## src/rtl/denise_clx_arbiter_if.sv

```systemverilog
// Host snapshot handshake between denise_clx_arbiter and an OSD/monitor reader.
// The reader drives a level request (4-phase). The arbiter returns an ack and
// the latched frame snapshot, which holds steady while the ack is high.
interface denise_clx_arbiter_if #(
  parameter int CNT_W = 8
) ();

  logic                host_req;
  logic                host_clr;
  logic                host_ack;
  logic [CNT_W+15:0]   host_data;

  modport master (
    output host_req,
    output host_clr,
    input  host_ack,
    input  host_data
  );

  modport slave (
    input  host_req,
    input  host_clr,
    output host_ack,
    output host_data
  );

endinterface

```

## src/rtl/denise_clx_arbiter.sv

```systemverilog
// Denise CLXDAT sequencer.
// - Accumulates collision bits into sticky CLXDAT.
// - Serves the custom-chip bus read, clearing CLXDAT once per read burst as the
//   burst ends.
// - Takes a snapshot once per frame for a non-destructive host reader.
// - Counts collision pixels per frame with a saturating counter.
module denise_clx_arbiter #(
  parameter int CNT_W = 8
) (
  input  logic                 clk,
  input  logic                 reset,
  input  logic                 clk7_en,
  input  logic [14:0]          cl_in,
  input  logic [7:0]           reg_address_in,
  output logic [15:0]          data_out,
  input  logic                 vbl,
  denise_clx_arbiter_if.slave  host,
  output logic                 clx_any
);

  typedef enum logic {C_IDLE = 1'b0, C_RD = 1'b1} cpu_state_t;
  typedef enum logic {H_IDLE = 1'b0, H_ACK = 1'b1} host_state_t;

  // Increment by one unless the counter is already at its maximum.
  function automatic logic [CNT_W-1:0] sat_inc(input logic [CNT_W-1:0] v, input logic inc);
    if (inc && (v != {CNT_W{1'b1}})) begin
      sat_inc = v + {{(CNT_W-1){1'b0}}, 1'b1};
    end else begin
      sat_inc = v;
    end
  endfunction

  cpu_state_t        c_state_r, c_state_nxt_s;
  host_state_t       h_state_r, h_state_nxt_s;
  logic [14:0]       clxdat_r, clxdat_nxt_s;
  logic [14:0]       frame_clx_r, frame_clx_nxt_s;
  logic              frame_valid_r, frame_valid_nxt_s;
  logic [CNT_W-1:0]  cnt_r, cnt_nxt_s;
  logic [CNT_W-1:0]  frame_cnt_r, frame_cnt_nxt_s;
  logic [CNT_W+15:0] host_data_r, host_data_nxt_s;
  logic              host_ack_r, host_ack_nxt_s;
  logic              clx_any_r;
  logic              rd_s;
  logic              clear_s;
  logic [CNT_W-1:0]  cnt_inc_s;

  assign rd_s      = (reg_address_in == 8'h07);
  assign cnt_inc_s = sat_inc(cnt_r, |cl_in);

  // Bus read mux: the top bit always reads as one, as on the original chip.
  assign data_out = rd_s ? {1'b1, clxdat_r} : 16'h0000;

  assign host.host_ack  = host_ack_r;
  assign host.host_data = host_data_r;
  assign clx_any        = clx_any_r;

  // Next-state logic for both FSMs and all datapath registers.
  always_comb begin
    c_state_nxt_s     = c_state_r;
    h_state_nxt_s     = h_state_r;
    clxdat_nxt_s      = clxdat_r;
    frame_clx_nxt_s   = frame_clx_r;
    frame_valid_nxt_s = frame_valid_r;
    cnt_nxt_s         = cnt_r;
    frame_cnt_nxt_s   = frame_cnt_r;
    host_data_nxt_s   = host_data_r;
    host_ack_nxt_s    = host_ack_r;
    clear_s           = 1'b0;
    if (clk7_en) begin
      // The clear lands on the first cycle after a read burst ends, so the
      // CPU has sampled the final value before it is discarded.
      case (c_state_r)
        C_IDLE: begin
          if (rd_s) begin
            c_state_nxt_s = C_RD;
          end else begin
            c_state_nxt_s = C_IDLE;
          end
        end
        C_RD: begin
          if (rd_s) begin
            c_state_nxt_s = C_RD;
          end else begin
            c_state_nxt_s = C_IDLE;
            clear_s       = 1'b1;
          end
        end
        default: begin
          c_state_nxt_s = C_IDLE;
        end
      endcase

      if (clear_s) begin
        clxdat_nxt_s = 15'h0000;
      end else begin
        clxdat_nxt_s = clxdat_r | cl_in;
      end

      // The frame snapshot takes the pre-clear value, including this cycle's
      // pixel.
      if (vbl) begin
        frame_clx_nxt_s   = clxdat_r | cl_in;
        frame_cnt_nxt_s   = cnt_inc_s;
        frame_valid_nxt_s = 1'b1;
        cnt_nxt_s         = {CNT_W{1'b0}};
      end else begin
        cnt_nxt_s         = cnt_inc_s;
      end

      // Acceptance is deferred in a vbl cycle, so the host sees the new
      // snapshot.
      case (h_state_r)
        H_IDLE: begin
          if (host.host_req && !vbl) begin
            host_data_nxt_s = {frame_cnt_r, frame_valid_r, frame_clx_r};
            host_ack_nxt_s  = 1'b1;
            h_state_nxt_s   = H_ACK;
            if (host.host_clr) begin
              frame_valid_nxt_s = 1'b0;
            end else begin
              frame_valid_nxt_s = frame_valid_r;
            end
          end else begin
            h_state_nxt_s = H_IDLE;
          end
        end
        H_ACK: begin
          if (host.host_req) begin
            h_state_nxt_s = H_ACK;
          end else begin
            host_ack_nxt_s = 1'b0;
            h_state_nxt_s  = H_IDLE;
          end
        end
        default: begin
          host_ack_nxt_s = 1'b0;
          h_state_nxt_s  = H_IDLE;
        end
      endcase
    end else begin
      c_state_nxt_s = c_state_r;
    end
  end

  // State and datapath registers. clx_any follows the next CLXDAT value.
  always_ff @(posedge clk or posedge reset) begin
    if (reset) begin
      c_state_r     <= C_IDLE;
      h_state_r     <= H_IDLE;
      clxdat_r      <= 15'h0000;
      frame_clx_r   <= 15'h0000;
      frame_valid_r <= 1'b0;
      cnt_r         <= {CNT_W{1'b0}};
      frame_cnt_r   <= {CNT_W{1'b0}};
      host_data_r   <= {(CNT_W+16){1'b0}};
      host_ack_r    <= 1'b0;
      clx_any_r     <= 1'b0;
    end else begin
      c_state_r     <= c_state_nxt_s;
      h_state_r     <= h_state_nxt_s;
      clxdat_r      <= clxdat_nxt_s;
      frame_clx_r   <= frame_clx_nxt_s;
      frame_valid_r <= frame_valid_nxt_s;
      cnt_r         <= cnt_nxt_s;
      frame_cnt_r   <= frame_cnt_nxt_s;
      host_data_r   <= host_data_nxt_s;
      host_ack_r    <= host_ack_nxt_s;
      clx_any_r     <= |clxdat_nxt_s;
    end
  end

endmodule

```

## src/flat_wrapper.sv

```systemverilog
// flat-port wrapper written by rule: the top's interface ports become plain ports
module denise_clx_arbiter_flat 
#(
  parameter int CNT_W = 8
)
  (clk, reset, clk7_en, cl_in, reg_address_in, data_out, vbl, clx_any, host_host_req, host_host_clr, host_host_ack, host_host_data);
  denise_clx_arbiter_if #(.CNT_W(CNT_W)) host_i ();
  input  logic clk;
  input  logic reset;
  input  logic clk7_en;
  input  logic [14:0] cl_in;
  input  logic [7:0] reg_address_in;
  output logic [15:0] data_out;
  input  logic vbl;
  output logic clx_any;
  input wire logic [$bits(host_i.host_req)-1:0] host_host_req;
  input wire logic [$bits(host_i.host_clr)-1:0] host_host_clr;
  output wire logic [$bits(host_i.host_ack)-1:0] host_host_ack;
  output wire logic [$bits(host_i.host_data)-1:0] host_host_data;
  assign host_i.host_req = host_host_req;
  assign host_i.host_clr = host_host_clr;
  assign host_host_ack = host_i.host_ack;
  assign host_host_data = host_i.host_data;
  denise_clx_arbiter #(.CNT_W(CNT_W)) u_core (.clk(clk), .reset(reset), .clk7_en(clk7_en), .cl_in(cl_in), .reg_address_in(reg_address_in), .data_out(data_out), .vbl(vbl), .host(host_i), .clx_any(clx_any));
endmodule
```

## config.mk

```make
export PLATFORM = sky130hd
export DESIGN_NAME = denise_clx_arbiter_flat
export DESIGN_NICKNAME = d
export VERILOG_FILES = /design/src/rtl/denise_clx_arbiter_if.sv /design/src/rtl/denise_clx_arbiter.sv /design/src/flat_wrapper.sv
export SDC_FILE = /design/constraint.sdc
export NUM_CORES = 1
export LEC_CHECK = 0
export ABC_AREA = 1
export BUFFER_PORTS_ARGS = -buffer_cell sky130_fd_sc_hd__buf_2
export CAP_MARGIN = 20
export CORE_MARGIN = 5
export CORE_UTILIZATION = 50
export DETAILED_ROUTE_END_ITERATION = 16
export PLACE_DENSITY = 0.74
export SYNTH_ARGS = -nofsm -noshare
export SYNTH_HDL_FRONTEND = slang
export SYNTH_SLANG_ARGS = --single-unit
```

## constraint.sdc

```tcl
create_clock -name clk -period 3.05 [get_ports clk]
set_clock_uncertainty 0.1 [all_clocks]
set_input_delay 0.305 -clock clk [delete_from_list [all_inputs] [get_ports clk]]
set_output_delay 0.305 -clock clk [all_outputs]
set_load 0.02 [all_outputs]
```

==> impl_metrics.xml, run 1 <==
<?xml version="1.0" encoding="UTF-8"?>
<metrics>
  <group name="logic_synthesis">
    <metric name="synth.lib_cells_used.distinct" unit="">25</metric>
    <metric name="yosysSeqAreaShare" unit="%">54.5</metric>
    <metric name="mappedNetlistNets" unit="">447</metric>
    <metric name="syn-instance-count" unit="">417</metric>
    <metric name="netlist_area" unit="mm2">0.00344</metric>
    <metric name="yosys_warnings" unit="">0</metric>
    <metric name="synth.avg_cell_area" unit="um2">8.26</metric>
    <metric name="ys_seq_elements" unit="">75</metric>
  </group>
  <group name="clock_tree">
    <metric name="clk-insertion-delay-late" unit="ns">0.34</metric>
    <metric name="cts-root-buf" unit="">sky130_fd_sc_hd__clkbuf_8</metric>
    <metric name="cts_buffer_depth" unit="">2</metric>
    <metric name="cts_num_sinks" unit="">75</metric>
    <metric name="deepest_level_of_the_cts_h_tree" unit="">3</metric>
    <metric name="cts_clock_pin_slew_for_the_worst_setup_and_hold_paths" unit="ns">0.07</metric>
    <metric name="clock_tree_from_tritoncts" unit="">yes</metric>
    <metric name="cts-buffers-inserted" unit="">9</metric>
  </group>
  <group name="routing">
    <metric name="drt_pass1_iterations" unit="">4</metric>
    <metric name="drt-initial-drc-count" unit="">150</metric>
    <metric name="drc" unit="">0</metric>
    <metric name="vias_per_cell" unit="">4.94</metric>
    <metric name="drt-total-wl" unit="mm">7.57</metric>
    <metric name="drt-wirelength-per-cell" unit="um">13.2</metric>
    <metric name="final_antenna_net_count" unit="">0</metric>
    <metric name="routed-via-count" unit="">2826</metric>
  </group>
  <group name="place">
    <metric name="numPortBuffers" unit="">70</metric>
    <metric name="detailed_place.area" unit="mm2">0.00385</metric>
    <metric name="final_weighted_congestion_in_routability_driven_placement" unit="">0.829</metric>
    <metric name="numPlacedInstances" unit="">555</metric>
    <metric name="dp_slack" unit="ns">1.02</metric>
    <metric name="dp_hpwl" unit="mm">5.61</metric>
  </group>
  <group name="outcome">
    <metric name="status" unit="">completed</metric>
  </group>
  <group name="die">
    <metric name="io_pins" unit="">71</metric>
    <metric name="std_cell_rows" unit="">30</metric>
    <metric name="fp.coreArea" unit="mm2">0.00676</metric>
    <metric name="initial_utilization" unit="%">51.0</metric>
    <metric name="dieArea" unit="mm2">0.00865</metric>
    <metric name="dieHeight" unit="um">93.0</metric>
    <metric name="dieWidth" unit="um">93.0</metric>
  </group>
  <group name="hold_path">
    <metric name="min_delay_worst_endpoint" unit="">u_core.frame_clx_r[10]$_DFFE_PP0P_</metric>
    <metric name="timing.hold.worst.class" unit="">input port to flip-flop</metric>
    <metric name="worst_hold_startpoint" unit="">cl_in[10]</metric>
    <metric name="hold_path_depth" unit="">3</metric>
  </group>
  <group name="pwr">
    <metric name="power.ir.vdd_worst" unit="mV">0.259</metric>
    <metric name="p_per_area" unit="mW/mm2">576</metric>
    <metric name="power.leakage" unit="uW">0.00233</metric>
  </group>
  <group name="setup_path">
    <metric name="critical_path_class" unit="">input port to output pin</metric>
    <metric name="worstSetupEndpointType" unit="">output pin</metric>
    <metric name="timing.critical_path.cells" unit="">buf_2 &gt; inv_1 &gt; nand4_1 &gt; or3_1 &gt; nor2_1 &gt; buf_2</metric>
    <metric name="cp-start-kind" unit="">input port</metric>
    <metric name="path_common_cell" unit="">sky130_fd_sc_hd__buf_2</metric>
    <metric name="critPathMaxStageDelay" unit="ns">0.56</metric>
    <metric name="cp_slowest_cell" unit="">sky130_fd_sc_hd__or3_1</metric>
    <metric name="critical_path.reg2reg.endpoint" unit="">u_core.cnt_r[0]$_DFFE_PP0P_</metric>
    <metric name="critPathRequiredTime" unit="ns">2.64</metric>
    <metric name="crit_arrival" unit="ns">1.54</metric>
    <metric name="rr_startpoint" unit="">u_core.cnt_r[0]$_DFFE_PP0P_</metric>
    <metric name="worst-path-max-fanout" unit="">16</metric>
    <metric name="worst-r2r-setup-slack" unit="ns">1.21</metric>
    <metric name="worst-r2r-cell-count" unit="">8</metric>
  </group>
  <group name="global_route">
    <metric name="grt_antenna_before_repair" unit="">0</metric>
    <metric name="grt_start_max_net_pins" unit="">44</metric>
    <metric name="wire_length_of_the_first_global_routing_pass" unit="mm">13.0</metric>
    <metric name="grt.total_usage" unit="%">18.9</metric>
    <metric name="vias_in_the_first_global_route" unit="">2715</metric>
    <metric name="globalRouteOverflowTotal" unit="">0</metric>
  </group>
  <group name="layout">
    <metric name="final_common_cell" unit="">sky130_fd_sc_hd__nand2_1</metric>
    <metric name="fin_area" unit="mm2">0.00404</metric>
    <metric name="layout.cells.most_common_list" unit="">sky130_fd_sc_hd__nand2_1, sky130_fd_sc_hd__dfrtp_1, sky130_fd_sc_hd__buf_2, sky130_fd_sc_hd__inv_1, sky130_fd_sc_hd__o21ai_0</metric>
    <metric name="count_of_fill_cells_added_during_filler_insertion" unit="">621</metric>
    <metric name="final_cells" unit="">572</metric>
    <metric name="final_layout_size_suffix_gt1_share" unit="%">20.7</metric>
    <metric name="area_growth_from_synthesis_to_layout" unit="%">17.2</metric>
    <metric name="design.final.nets" unit="">517</metric>
    <metric name="n_antenna_cell" unit="">0</metric>
  </group>
  <group name="timing">
    <metric name="report.final.setup_viol" unit="">0</metric>
    <metric name="hold-worst-slack" unit="ns">0.133</metric>
    <metric name="final_critical_path_setup_slack" unit="ns">1.11</metric>
    <metric name="worst_slew_margin_rel" unit="%">52.1</metric>
    <metric name="setup_total_negative_slack" unit="ns">0</metric>
    <metric name="period_minus_slack" unit="ns">1.94</metric>
    <metric name="tightest_slew" unit="ns">0.717</metric>
    <metric name="max_slew_vio_count" unit="">0</metric>
    <metric name="rsz0062_at_grt" unit="">no</metric>
    <metric name="min_period_over_period" unit="%">63.7</metric>
    <metric name="finalHoldViolCount" unit="">0</metric>
    <metric name="fmax" unit="GHz">0.515</metric>
  </group>
  <group name="job">
    <metric name="cap_viol_max_count" unit="">0</metric>
  </group>
</metrics>
-- repair_timing --
| item | CTS | global route |
|---|---|---|
| hold endpoints to repair | 22 | 0 |
| buffers inserted | 0 | 0 |
| hold buffers | 1 | 0 |
| gates resized for setup | 0 | 0 |
-- through the flow --
step                      total power [uW]  util (%)
after global placement                1640      56.9
after CTS                             2340      59.7
final                                 2320      59.7
after floorplan                       1490         -
after global routing                  2460      59.7
after detailed placement              1650      56.9
-- sequential cells by signal (all words and copies together) (netlist names) --
signal / flops
u_core.c_state_r: 1
u_core.clx_any: 1
u_core.clxdat_r: 15
u_core.cnt_r: 8
u_core.frame_clx_r: 15
u_core.frame_cnt_r: 8
u_core.frame_valid_r: 1
u_core.h_state_r: 1
u_core.host.host_ack: 1
u_core.host.host_data: 24
-- area by class of cell --
type	count	area (um2)	share of cell area, %
clock buffers	11	141	3.50
clock inverters	5	37.5	0.930
inverters	70	263	6.51
multi-input cells	256	1230	30.4
flip-flops and latches	75	1880	46.5
well taps	80	100	2.48
repair buffers	75	390	9.67
-- how the worst max path moves through the flow --
stage | startpoint | end | slack (ns) | cells after the start
finish | reg_address_in[6] | data_out[14] | 1.11 | 6
global route | u_core.cnt_r[0]$_DFFE_PP0P_ | u_core.frame_cnt_r[1]$_DFFE_PP0P_ | 0.99 | 8
CTS | reg_address_in[6] | data_out[14] | 1.10 | 6
detailed placement | clk7_en | u_core.host.host_data[19]$_DFFE_PP0P_ | 1.02 | 5
global placement | clk7_en | u_core.host.host_data[15]$_DFFE_PP0P_ | 1.06 | 5
floorplan | reset | u_core.c_state_r$_DFFE_PP0P_ | 0.74 | 1
-- report_power, final --
group / internal, uW / leakage (uW) / total, uW / switching (uW)
logic: 149 / 0.00133 / 438 / 289
registers: 1130 / 0.000922 / 1190 / 64.3
clock network: 321 / 0.0000859 / 691 / 370
-- critical path: cells and delay by family --
kind	cells	cell delay (ns)
buffers and inverters	3	0.34
and+or+nand+nor	3	0.88
-- cell usage after synthesis --
cell type	number	area, um2
sky130_fd_sc_hd__a21oi_1	2	10.0
sky130_fd_sc_hd__buf_2	4	20.0
sky130_fd_sc_hd__buf_4	1	7.51
sky130_fd_sc_hd__buf_6	1	11.3
sky130_fd_sc_hd__clkbuf_1	10	37.5
sky130_fd_sc_hd__dfrtp_1	75	1880
sky130_fd_sc_hd__ha_1	1	12.5
sky130_fd_sc_hd__inv_1	69	259
sky130_fd_sc_hd__inv_2	1	3.75
sky130_fd_sc_hd__mux2_2	3	33.8
sky130_fd_sc_hd__mux2_4	4	60.1
sky130_fd_sc_hd__nand2_1	116	435
sky130_fd_sc_hd__nand3_1	19	95.1
sky130_fd_sc_hd__nand3b_1	3	22.5
sky130_fd_sc_hd__nand3b_4	1	20.0
sky130_fd_sc_hd__nand4_1	3	18.8
sky130_fd_sc_hd__nand4_2	1	12.5
sky130_fd_sc_hd__nor2_1	30	113
sky130_fd_sc_hd__nor2_2	1	6.26
sky130_fd_sc_hd__nor2_8	1	20.0
sky130_fd_sc_hd__nor3_1	1	5.00
sky130_fd_sc_hd__o21ai_0	65	325
sky130_fd_sc_hd__o21ai_1	1	5.00
sky130_fd_sc_hd__or3_1	1	6.26
sky130_fd_sc_hd__xor2_1	3	26.3
-- logic make-up after synthesis --
family | Yosys count | share of synthesized area [%]
and+or+nand+nor | 177 | 21.9
buffers and inverters | 86 | 9.85
DFF | 75 | 54.5
AOI/OAI and AO/OA | 68 | 9.88
muxes | 7 | 2.73
xor gates and xnor gates | 3 | 0.763
adders and majority gates | 1 | 0.363
-- metal layers --
metal  up-vias  wire length, um  GRT usage (%)
met5         -                0              0
met3         8              454           5.07
met4         0              100           6.59
met1      1301             3840           28.0
met2        86             3170           26.9
li1       1431                -              -
No activity file was read; power rests on OpenSTA's default activity.
==> inputs of run 2 (changes only) <==
--- a/config.mk
+++ b/config.mk
@@ -5,7 +5,7 @@
 export SDC_FILE = /design/constraint.sdc
 export NUM_CORES = 1
 export LEC_CHECK = 0
-export ABC_AREA = 1
+export ABC_AREA = 0
 export BUFFER_PORTS_ARGS = -buffer_cell sky130_fd_sc_hd__buf_2
 export CAP_MARGIN = 20
 export CORE_MARGIN = 5
==> constraint.sdc (replaced) <==
create_clock -name clk -period 1.8 [get_ports clk]
set_clock_uncertainty 0.1 [all_clocks]
set_input_delay 0.18 -clock clk [delete_from_list [all_inputs] [get_ports clk]]
set_output_delay 0.18 -clock clk [all_outputs]
set_load 0.02 [all_outputs]
==> impl_metrics.xml, run 2 <==
<?xml version="1.0" encoding="UTF-8"?>
<metrics>
  <group name="global_route">
    <metric name="grt_busiest_layer" unit="">met2</metric>
    <metric name="grt.met3_usage" unit="%">3.90</metric>
    <metric name="grt.total_usage" unit="%">20.3</metric>
    <metric name="wire_length_of_the_first_global_routing_pass" unit="mm">13.5</metric>
    <metric name="vias_in_the_first_global_route" unit="">2758</metric>
    <metric name="grt_start_max_net_pins" unit="">28</metric>
    <metric name="groute.layer.met1.usage" unit="%">27.0</metric>
    <metric name="globalRouteOverflowTotal" unit="">0</metric>
    <metric name="global_route.usage.met2" unit="%">31.5</metric>
    <metric name="grt_antenna_before_repair" unit="">0</metric>
  </group>
  <group name="clock_tree">
    <metric name="cts-buffers-inserted" unit="">9</metric>
    <metric name="clk-insertion-delay-late" unit="ns">0.34</metric>
    <metric name="cts-root-buf" unit="">sky130_fd_sc_hd__clkbuf_8</metric>
    <metric name="cts_clock_pin_slew_for_the_worst_setup_and_hold_paths" unit="ns">0.08</metric>
    <metric name="cts_buffer_depth" unit="">2</metric>
    <metric name="clock_tree_from_tritoncts" unit="">yes</metric>
    <metric name="deepest_level_of_the_cts_h_tree" unit="">3</metric>
    <metric name="cts_num_sinks" unit="">75</metric>
  </group>
  <group name="timing">
    <metric name="report.final.setup_viol" unit="">0</metric>
    <metric name="rsz0062_at_grt" unit="">yes</metric>
    <metric name="hold-worst-slack" unit="ns">0.0139</metric>
    <metric name="min_period_over_period" unit="%">97.6</metric>
    <metric name="worst_slew_margin_rel" unit="%">34.3</metric>
    <metric name="max_slew_vio_count" unit="">0</metric>
    <metric name="finalHoldViolCount" unit="">0</metric>
    <metric name="final_critical_path_setup_slack" unit="ns">0.0426</metric>
    <metric name="tightest_slew" unit="ns">0.983</metric>
    <metric name="setup_total_negative_slack" unit="ns">0</metric>
    <metric name="period_minus_slack" unit="ns">1.76</metric>
    <metric name="fmax" unit="GHz">0.569</metric>
  </group>
  <group name="die">
    <metric name="dieWidth" unit="um">92.4</metric>
    <metric name="fp.coreArea" unit="mm2">0.00672</metric>
    <metric name="dieHeight" unit="um">92.4</metric>
    <metric name="initial_utilization" unit="%">50.6</metric>
    <metric name="std_cell_rows" unit="">30</metric>
    <metric name="dieArea" unit="mm2">0.00854</metric>
    <metric name="io_pins" unit="">71</metric>
  </group>
  <group name="routing">
    <metric name="drt-wirelength-per-cell" unit="um">16.3</metric>
    <metric name="drt_pass1_iterations" unit="">4</metric>
    <metric name="drt-initial-drc-count" unit="">219</metric>
    <metric name="drc" unit="">0</metric>
    <metric name="final_antenna_net_count" unit="">0</metric>
    <metric name="drt-total-wl" unit="mm">8.14</metric>
    <metric name="vias_per_cell" unit="">5.63</metric>
    <metric name="routed-via-count" unit="">2803</metric>
  </group>
  <group name="pwr">
    <metric name="power.leakage" unit="uW">0.00190</metric>
    <metric name="p_per_area" unit="mW/mm2">1020</metric>
    <metric name="power.ir.vdd_worst" unit="mV">0.490</metric>
  </group>
  <group name="setup_path">
    <metric name="worst-path-max-fanout" unit="">6</metric>
    <metric name="rr_startpoint" unit="">u_core.cnt_r[0]$_DFFE_PP0P_</metric>
    <metric name="critical_path.reg2reg.endpoint" unit="">u_core.frame_cnt_r[5]$_DFFE_PP0P_</metric>
    <metric name="worst-r2r-setup-slack" unit="ns">0.04</metric>
    <metric name="worst-r2r-cell-count" unit="">5</metric>
    <metric name="timing.critical_path.cells" unit="">ha_4 &gt; and4_1 &gt; or3_4 &gt; or3_1 &gt; a31oi_1</metric>
    <metric name="critPathMaxStageDelay" unit="ns">0.42</metric>
    <metric name="cp-start-kind" unit="">flip-flop</metric>
    <metric name="worstSetupEndpointType" unit="">flip-flop</metric>
    <metric name="critPathRequiredTime" unit="ns">1.97</metric>
    <metric name="cp_slowest_cell" unit="">sky130_fd_sc_hd__dfrtp_1</metric>
    <metric name="crit_arrival" unit="ns">1.93</metric>
    <metric name="critical_path_class" unit="">flip-flop to flip-flop</metric>
  </group>
  <group name="logic_synthesis">
    <metric name="netlist_top_cells_count" unit="">sky130_fd_sc_hd__dfrtp_1, sky130_fd_sc_hd__nor2_1, sky130_fd_sc_hd__nand2_1</metric>
    <metric name="synthDominantCellAreaShare" unit="%">55.2</metric>
    <metric name="ffs_w_async_s_r_synth" unit="%">100</metric>
    <metric name="yosysMostFrequentCell" unit="">sky130_fd_sc_hd__dfrtp_1</metric>
    <metric name="yosysSeqAreaShare" unit="%">55.2</metric>
    <metric name="netlist_area" unit="mm2">0.00340</metric>
    <metric name="synth.avg_cell_area" unit="um2">10.5</metric>
    <metric name="prevailing_post_synth_register_cell" unit="">sky130_fd_sc_hd__dfrtp_1</metric>
    <metric name="syn-instance-count" unit="">323</metric>
    <metric name="mappedNetlistNets" unit="">353</metric>
    <metric name="synth_largest_area_cell" unit="">sky130_fd_sc_hd__dfrtp_1</metric>
    <metric name="synth_edf_count" unit="">0</metric>
    <metric name="synth.lib_cells_used.distinct" unit="">46</metric>
    <metric name="synth_top_cells_by_area" unit="">sky130_fd_sc_hd__dfrtp_1, sky130_fd_sc_hd__mux2_2, sky130_fd_sc_hd__nor2_1, sky130_fd_sc_hd__nand2_1, sky130_fd_sc_hd__o21ai_0</metric>
    <metric name="yosys_warnings" unit="">0</metric>
    <metric name="ys_seq_elements" unit="">75</metric>
  </group>
  <group name="layout">
    <metric name="design.final.nets" unit="">443</metric>
    <metric name="count_of_fill_cells_added_during_filler_insertion" unit="">567</metric>
    <metric name="n_antenna_cell" unit="">0</metric>
    <metric name="area_growth_from_synthesis_to_layout" unit="%">24.8</metric>
    <metric name="final_cells" unit="">498</metric>
    <metric name="layout.cells.most_common_list" unit="">sky130_fd_sc_hd__dfrtp_1, sky130_fd_sc_hd__buf_2, sky130_fd_sc_hd__nor2_1, sky130_fd_sc_hd__nand2_1, sky130_fd_sc_hd__mux2_2</metric>
    <metric name="final_layout_size_suffix_gt1_share" unit="%">35.9</metric>
    <metric name="max_reg_flops" unit="">24</metric>
    <metric name="final_common_cell" unit="">sky130_fd_sc_hd__dfrtp_1</metric>
  </group>
  <group name="place">
    <metric name="numPortBuffers" unit="">70</metric>
    <metric name="numPlacedInstances" unit="">476</metric>
    <metric name="dp_slack" unit="ns">-0.0611</metric>
    <metric name="dp_hpwl" unit="mm">5.81</metric>
    <metric name="final_weighted_congestion_in_routability_driven_placement" unit="">0.941</metric>
  </group>
  <group name="job">
    <metric name="cap_viol_max_count" unit="">0</metric>
  </group>
  <group name="hold_path">
    <metric name="worst_hold_startpoint" unit="">host_host_clr</metric>
    <metric name="timing.hold.worst.class" unit="">input port to flip-flop</metric>
    <metric name="hold_path_depth" unit="">3</metric>
    <metric name="min_delay_worst_endpoint" unit="">u_core.frame_valid_r$_DFFE_PP0P_</metric>
  </group>
  <group name="outcome">
    <metric name="status" unit="">completed</metric>
  </group>
</metrics>
-- run 2: final cells by class --
| cell class | count | area (um2) | share of cell area, % |
|---|---|---|---|
| sequential | 75 | 1880 | 44.3 |
| multi-input combinational | 223 | 1420 | 33.4 |
| timing repair buffer | 98 | 616 | 14.5 |
| clock buffer | 11 | 141 | 3.34 |
| tap | 80 | 100 | 2.36 |
| clock inverter | 5 | 62.6 | 1.48 |
| inverter | 6 | 26.3 | 0.620 |
-- run 2: metal layers --
metal  vias to the layer above  wire length (um)
li1                       1335                 -
met1                      1360              3670
met2                        99              3880
met3                         9               450
met4                         0               136
met5                         -                 0
-- run 2: critical path, delay by kind of cell, from the launching register on --
| kind | cells | cell delay (ns) |
|---|---|---|
| flops | 1 | 0.42 |
| simple gates | 3 | 0.82 |
| fa+ha+maj | 1 | 0.19 |
| compound gates | 1 | 0.16 |
-- run 2: cells by family after synthesis --
logic type,after synthesis,synth area share [%]
buffers and inverters,25,3.76
flip-flops,75,55.2
AND/OR/NAND/NOR,128,20.0
AO/OA/AOI/OAI,69,12.4
adder cells (fa/ha/maj),1,0.368
multiplexers,25,8.29
-- run 2: report_power, final --
group | total [uW] | switching (uW) | leakage [uW] | internal [uW]
Sequential | 2090 | 144 | 0.000846 | 1950
Combinational | 925 | 527 | 0.000954 | 398
Clock | 1320 | 640 | 0.0000957 | 684
-- run 2: timing repair --
item                       4_1_cts  5_1_grt
hold endpoints to repair        24        0
setup endpoints to repair        1       22
setup buffers                    2        2
hold buffers                     2        0
pin swaps                        1        4
gates resized for setup          0        4
-- run 2: worst max path at each step --
stage / startpoint / end / cells after the start
finish: u_core.cnt_r[0]$_DFFE_PP0P_ / u_core.frame_cnt_r[5]$_DFFE_PP0P_ / 5
global route: u_core.cnt_r[0]$_DFFE_PP0P_ / u_core.frame_cnt_r[5]$_DFFE_PP0P_ / 5
CTS: u_core.cnt_r[0]$_DFFE_PP0P_ / u_core.frame_cnt_r[5]$_DFFE_PP0P_ / 5
detailed placement: reg_address_in[5] / u_core.clx_any$_DFF_PP0_ / 5
global placement: reg_address_in[5] / u_core.clx_any$_DFF_PP0_ / 5
floorplan: u_core.cnt_r[0]$_DFFE_PP0P_ / u_core.cnt_r[1]$_DFFE_PP0P_ / 6
-- run 2: through the flow --
stage / power [uW] / utilization (%) / area [um2]
4_1_cts: 4380 / 62.5 / 4200
3_3_place_gp: 3020 / 59.0 / 3960
5_1_grt: 4570 / 63.1 / 4240
3_5_place_dp: 3050 / 59.0 / 3960
6_report: 4340 / 63.1 / 4240
2_1_floorplan: 2680 / - / 3410
==> inputs of run 3 (changes only) <==
--- a/config.mk
+++ b/config.mk
@@ -8,6 +8,7 @@
 export ABC_AREA = 0
 export BUFFER_PORTS_ARGS = -buffer_cell sky130_fd_sc_hd__buf_2
 export CAP_MARGIN = 20
+export CORE_ASPECT_RATIO = 0.9
 export CORE_MARGIN = 5
 export CORE_UTILIZATION = 50
 export DETAILED_ROUTE_END_ITERATION = 16
==> impl_metrics.xml, run 3 (synthesized netlist as in run 2, its figures left out) <==
<?xml version="1.0" encoding="UTF-8"?>
<metrics>
  <group name="outcome">
    <metric name="status" unit="">completed</metric>
  </group>
  <group name="pwr">
    <metric name="power.leakage" unit="uW">0.00189</metric>
    <metric name="p_per_area" unit="mW/mm2">1050</metric>
    <metric name="fin_total_pwr" unit="uW">4430</metric>
    <metric name="power.ir.vdd_worst" unit="mV">0.532</metric>
  </group>
  <group name="clock_tree">
    <metric name="cts_clock_pin_slew_for_the_worst_setup_and_hold_paths" unit="ns">0.08</metric>
    <metric name="clock_tree_from_tritoncts" unit="">yes</metric>
    <metric name="cts_buffer_depth" unit="">2</metric>
    <metric name="clk-insertion-delay-late" unit="ns">0.34</metric>
    <metric name="cts_num_sinks" unit="">75</metric>
    <metric name="cts-root-buf" unit="">sky130_fd_sc_hd__clkbuf_8</metric>
    <metric name="cts-buffers-inserted" unit="">9</metric>
    <metric name="deepest_level_of_the_cts_h_tree" unit="">3</metric>
  </group>
  <group name="routing">
    <metric name="drt-total-wl" unit="mm">8.17</metric>
    <metric name="final_antenna_net_count" unit="">0</metric>
    <metric name="drt_pass1_iterations" unit="">4</metric>
    <metric name="drc" unit="">0</metric>
    <metric name="drt-initial-drc-count" unit="">182</metric>
    <metric name="drt-wirelength-per-cell" unit="um">16.2</metric>
    <metric name="routed-via-count" unit="">2772</metric>
    <metric name="vias_per_cell" unit="">5.48</metric>
  </group>
  <group name="place">
    <metric name="final_weighted_congestion_in_routability_driven_placement" unit="">0.908</metric>
    <metric name="numPortBuffers" unit="">70</metric>
    <metric name="detailed_place.area" unit="mm2">0.00395</metric>
    <metric name="dp_hpwl" unit="mm">5.94</metric>
    <metric name="numPlacedInstances" unit="">485</metric>
  </group>
  <group name="layout">
    <metric name="final_common_cell" unit="">sky130_fd_sc_hd__dfrtp_1</metric>
    <metric name="n_antenna_cell" unit="">0</metric>
    <metric name="layout.cells.most_common_list" unit="">sky130_fd_sc_hd__dfrtp_1, sky130_fd_sc_hd__buf_2, sky130_fd_sc_hd__nor2_1, sky130_fd_sc_hd__nand2_1, sky130_fd_sc_hd__mux2_2</metric>
    <metric name="max_reg_flops" unit="">24</metric>
    <metric name="final_layout_size_suffix_gt1_share" unit="%">35.1</metric>
    <metric name="fin_area" unit="mm2">0.00424</metric>
    <metric name="design.final.nets" unit="">441</metric>
    <metric name="area_growth_from_synthesis_to_layout" unit="%">24.7</metric>
    <metric name="final_cells" unit="">506</metric>
  </group>
  <group name="global_route">
    <metric name="wire_length_of_the_first_global_routing_pass" unit="mm">14.4</metric>
    <metric name="grt_antenna_before_repair" unit="">0</metric>
    <metric name="grt_start_max_net_pins" unit="">60</metric>
    <metric name="globalRouteOverflowTotal" unit="">0</metric>
    <metric name="grt.total_usage" unit="%">21.0</metric>
    <metric name="vias_in_the_first_global_route" unit="">2868</metric>
  </group>
  <group name="setup_path">
    <metric name="critical_path.reg2reg.endpoint" unit="">u_core.frame_cnt_r[5]$_DFFE_PP0P_</metric>
    <metric name="worstSetupEndpointType" unit="">flip-flop</metric>
    <metric name="worst-path-max-fanout" unit="">4</metric>
    <metric name="crit_arrival" unit="ns">1.93</metric>
    <metric name="rr_startpoint" unit="">u_core.cnt_r[1]$_DFFE_PP0P_</metric>
    <metric name="critical_path_class" unit="">flip-flop to flip-flop</metric>
    <metric name="cp-start-kind" unit="">flip-flop</metric>
    <metric name="worst-r2r-cell-count" unit="">5</metric>
    <metric name="worst-r2r-setup-slack" unit="ns">0.03</metric>
    <metric name="critPathRequiredTime" unit="ns">1.96</metric>
  </group>
  <group name="hold_path">
    <metric name="hold_path_depth" unit="">3</metric>
    <metric name="min_delay_worst_endpoint" unit="">u_core.frame_valid_r$_DFFE_PP0P_</metric>
    <metric name="worst_hold_startpoint" unit="">host_host_clr</metric>
    <metric name="timing.hold.worst.class" unit="">input port to flip-flop</metric>
  </group>
  <group name="timing">
    <metric name="rsz0062_at_grt" unit="">yes</metric>
    <metric name="period_minus_slack" unit="ns">1.77</metric>
    <metric name="hold-worst-slack" unit="ns">0.0182</metric>
    <metric name="finalHoldViolCount" unit="">0</metric>
    <metric name="setup_total_negative_slack" unit="ns">0</metric>
    <metric name="fmax" unit="GHz">0.566</metric>
    <metric name="min_period_over_period" unit="%">98.1</metric>
    <metric name="max_slew_vio_count" unit="">0</metric>
    <metric name="worst_slew_margin_rel" unit="%">34.6</metric>
    <metric name="report.final.setup_viol" unit="">0</metric>
    <metric name="tightest_slew" unit="ns">0.977</metric>
  </group>
  <group name="job">
    <metric name="cap_viol_max_count" unit="">0</metric>
  </group>
  <group name="die">
    <metric name="dieWidth" unit="um">96.9</metric>
    <metric name="dieArea" unit="mm2">0.00854</metric>
    <metric name="initial_utilization" unit="%">51.6</metric>
    <metric name="std_cell_rows" unit="">28</metric>
    <metric name="fp.coreArea" unit="mm2">0.00659</metric>
    <metric name="io_pins" unit="">71</metric>
    <metric name="dieHeight" unit="um">88.2</metric>
  </group>
</metrics>
## run 3: changes by cell type in the layout (fill, tap and decap cells not counted)
cell	delta
sky130_fd_sc_hd__bufinv_16	+1
sky130_fd_sc_hd__buf_4	+1
sky130_fd_sc_hd__nand3_1	+1
sky130_fd_sc_hd__buf_12	-1
sky130_fd_sc_hd__clkinvlp_4	-2
sky130_fd_sc_hd__inv_6	+1
sky130_fd_sc_hd__clkbuf_8	-1
sky130_fd_sc_hd__nand3_2	-1
sky130_fd_sc_hd__buf_2	-2
sky130_fd_sc_hd__clkbuf_1	+1
## run 3: per-layer routing
| layer | vias up | track usage (%) | routed length [um] |
|---|---|---|---|
| met3 | 16 | 5.97 | 566 |
| met4 | 0 | 7.53 | 151 |
| met5 | - | 0 | 0 |
| li1 | 1331 | - | - |
| met1 | 1331 | 28.6 | 3720 |
| met2 | 94 | 32.6 | 3730 |
## run 3: worst max-delay path: stages (launching register included)
cell                      delay, ns
sky130_fd_sc_hd__dfrtp_1       0.41
sky130_fd_sc_hd__ha_4          0.18
sky130_fd_sc_hd__and4_1        0.14
sky130_fd_sc_hd__or3_4         0.37
sky130_fd_sc_hd__or3_1         0.31
sky130_fd_sc_hd__a31oi_1       0.17
## run 3: how the worst max path moves through the flow
stage,start,to,slack (ns),cells after the start
4_1_cts,u_core.cnt_r[0]$_DFFE_PP0P_,u_core.frame_cnt_r[5]$_DFFE_PP0P_,0.01,5
6_report,u_core.cnt_r[1]$_DFFE_PP0P_,u_core.frame_cnt_r[5]$_DFFE_PP0P_,0.03,5
2_1_floorplan,u_core.cnt_r[0]$_DFFE_PP0P_,u_core.cnt_r[1]$_DFFE_PP0P_,0.02,6
3_3_place_gp,reg_address_in[5],u_core.clx_any$_DFF_PP0_,-0.005,5
3_5_place_dp,reg_address_in[5],u_core.clx_any$_DFF_PP0_,-0.06,5
5_1_grt,u_core.cnt_r[1]$_DFFE_PP0P_,u_core.frame_cnt_r[5]$_DFFE_PP0P_,-0.003,5
## run 3: repair_timing
| item | in CTS | in global routing |
|---|---|---|
| pin swaps | 1 | 4 |
| hold buffers | 2 | 0 |
| resized for setup | 0 | 5 |
| hold endpoints to repair | 17 | 0 |
| buffers inserted | 1 | 2 |
| cloned | 0 | 0 |
| setup endpoints to repair | 5 | 9 |
## run 3: cell type report
class	instances	area, um2
Inverter	6	26.3
Clock inverter	5	86.3
Timing Repair Buffer	96	593
Fill cell	578	2350
Clock buffer	11	131
Multi-Input combinational cell	223	1410
Sequential cell	75	1880
Tap cell	90	113
## run 3: where the power goes
part | internal, uW | leakage (uW) | switching, uW
sequential | 1950 | 0.000846 | 145
combinational | 395 | 0.000938 | 537
clock | 792 | 0.000108 | 615
## run 3: metrics by stage
step / worst slack (ns) / utilization, %
floorplan: 0.0224 / -
global placement: -0.00471 / 60.0
detailed placement: -0.0649 / 60.0
CTS: 0.0111 / 63.9
global route: -0.00253 / 64.3
finish: 0.0341 / 64.3
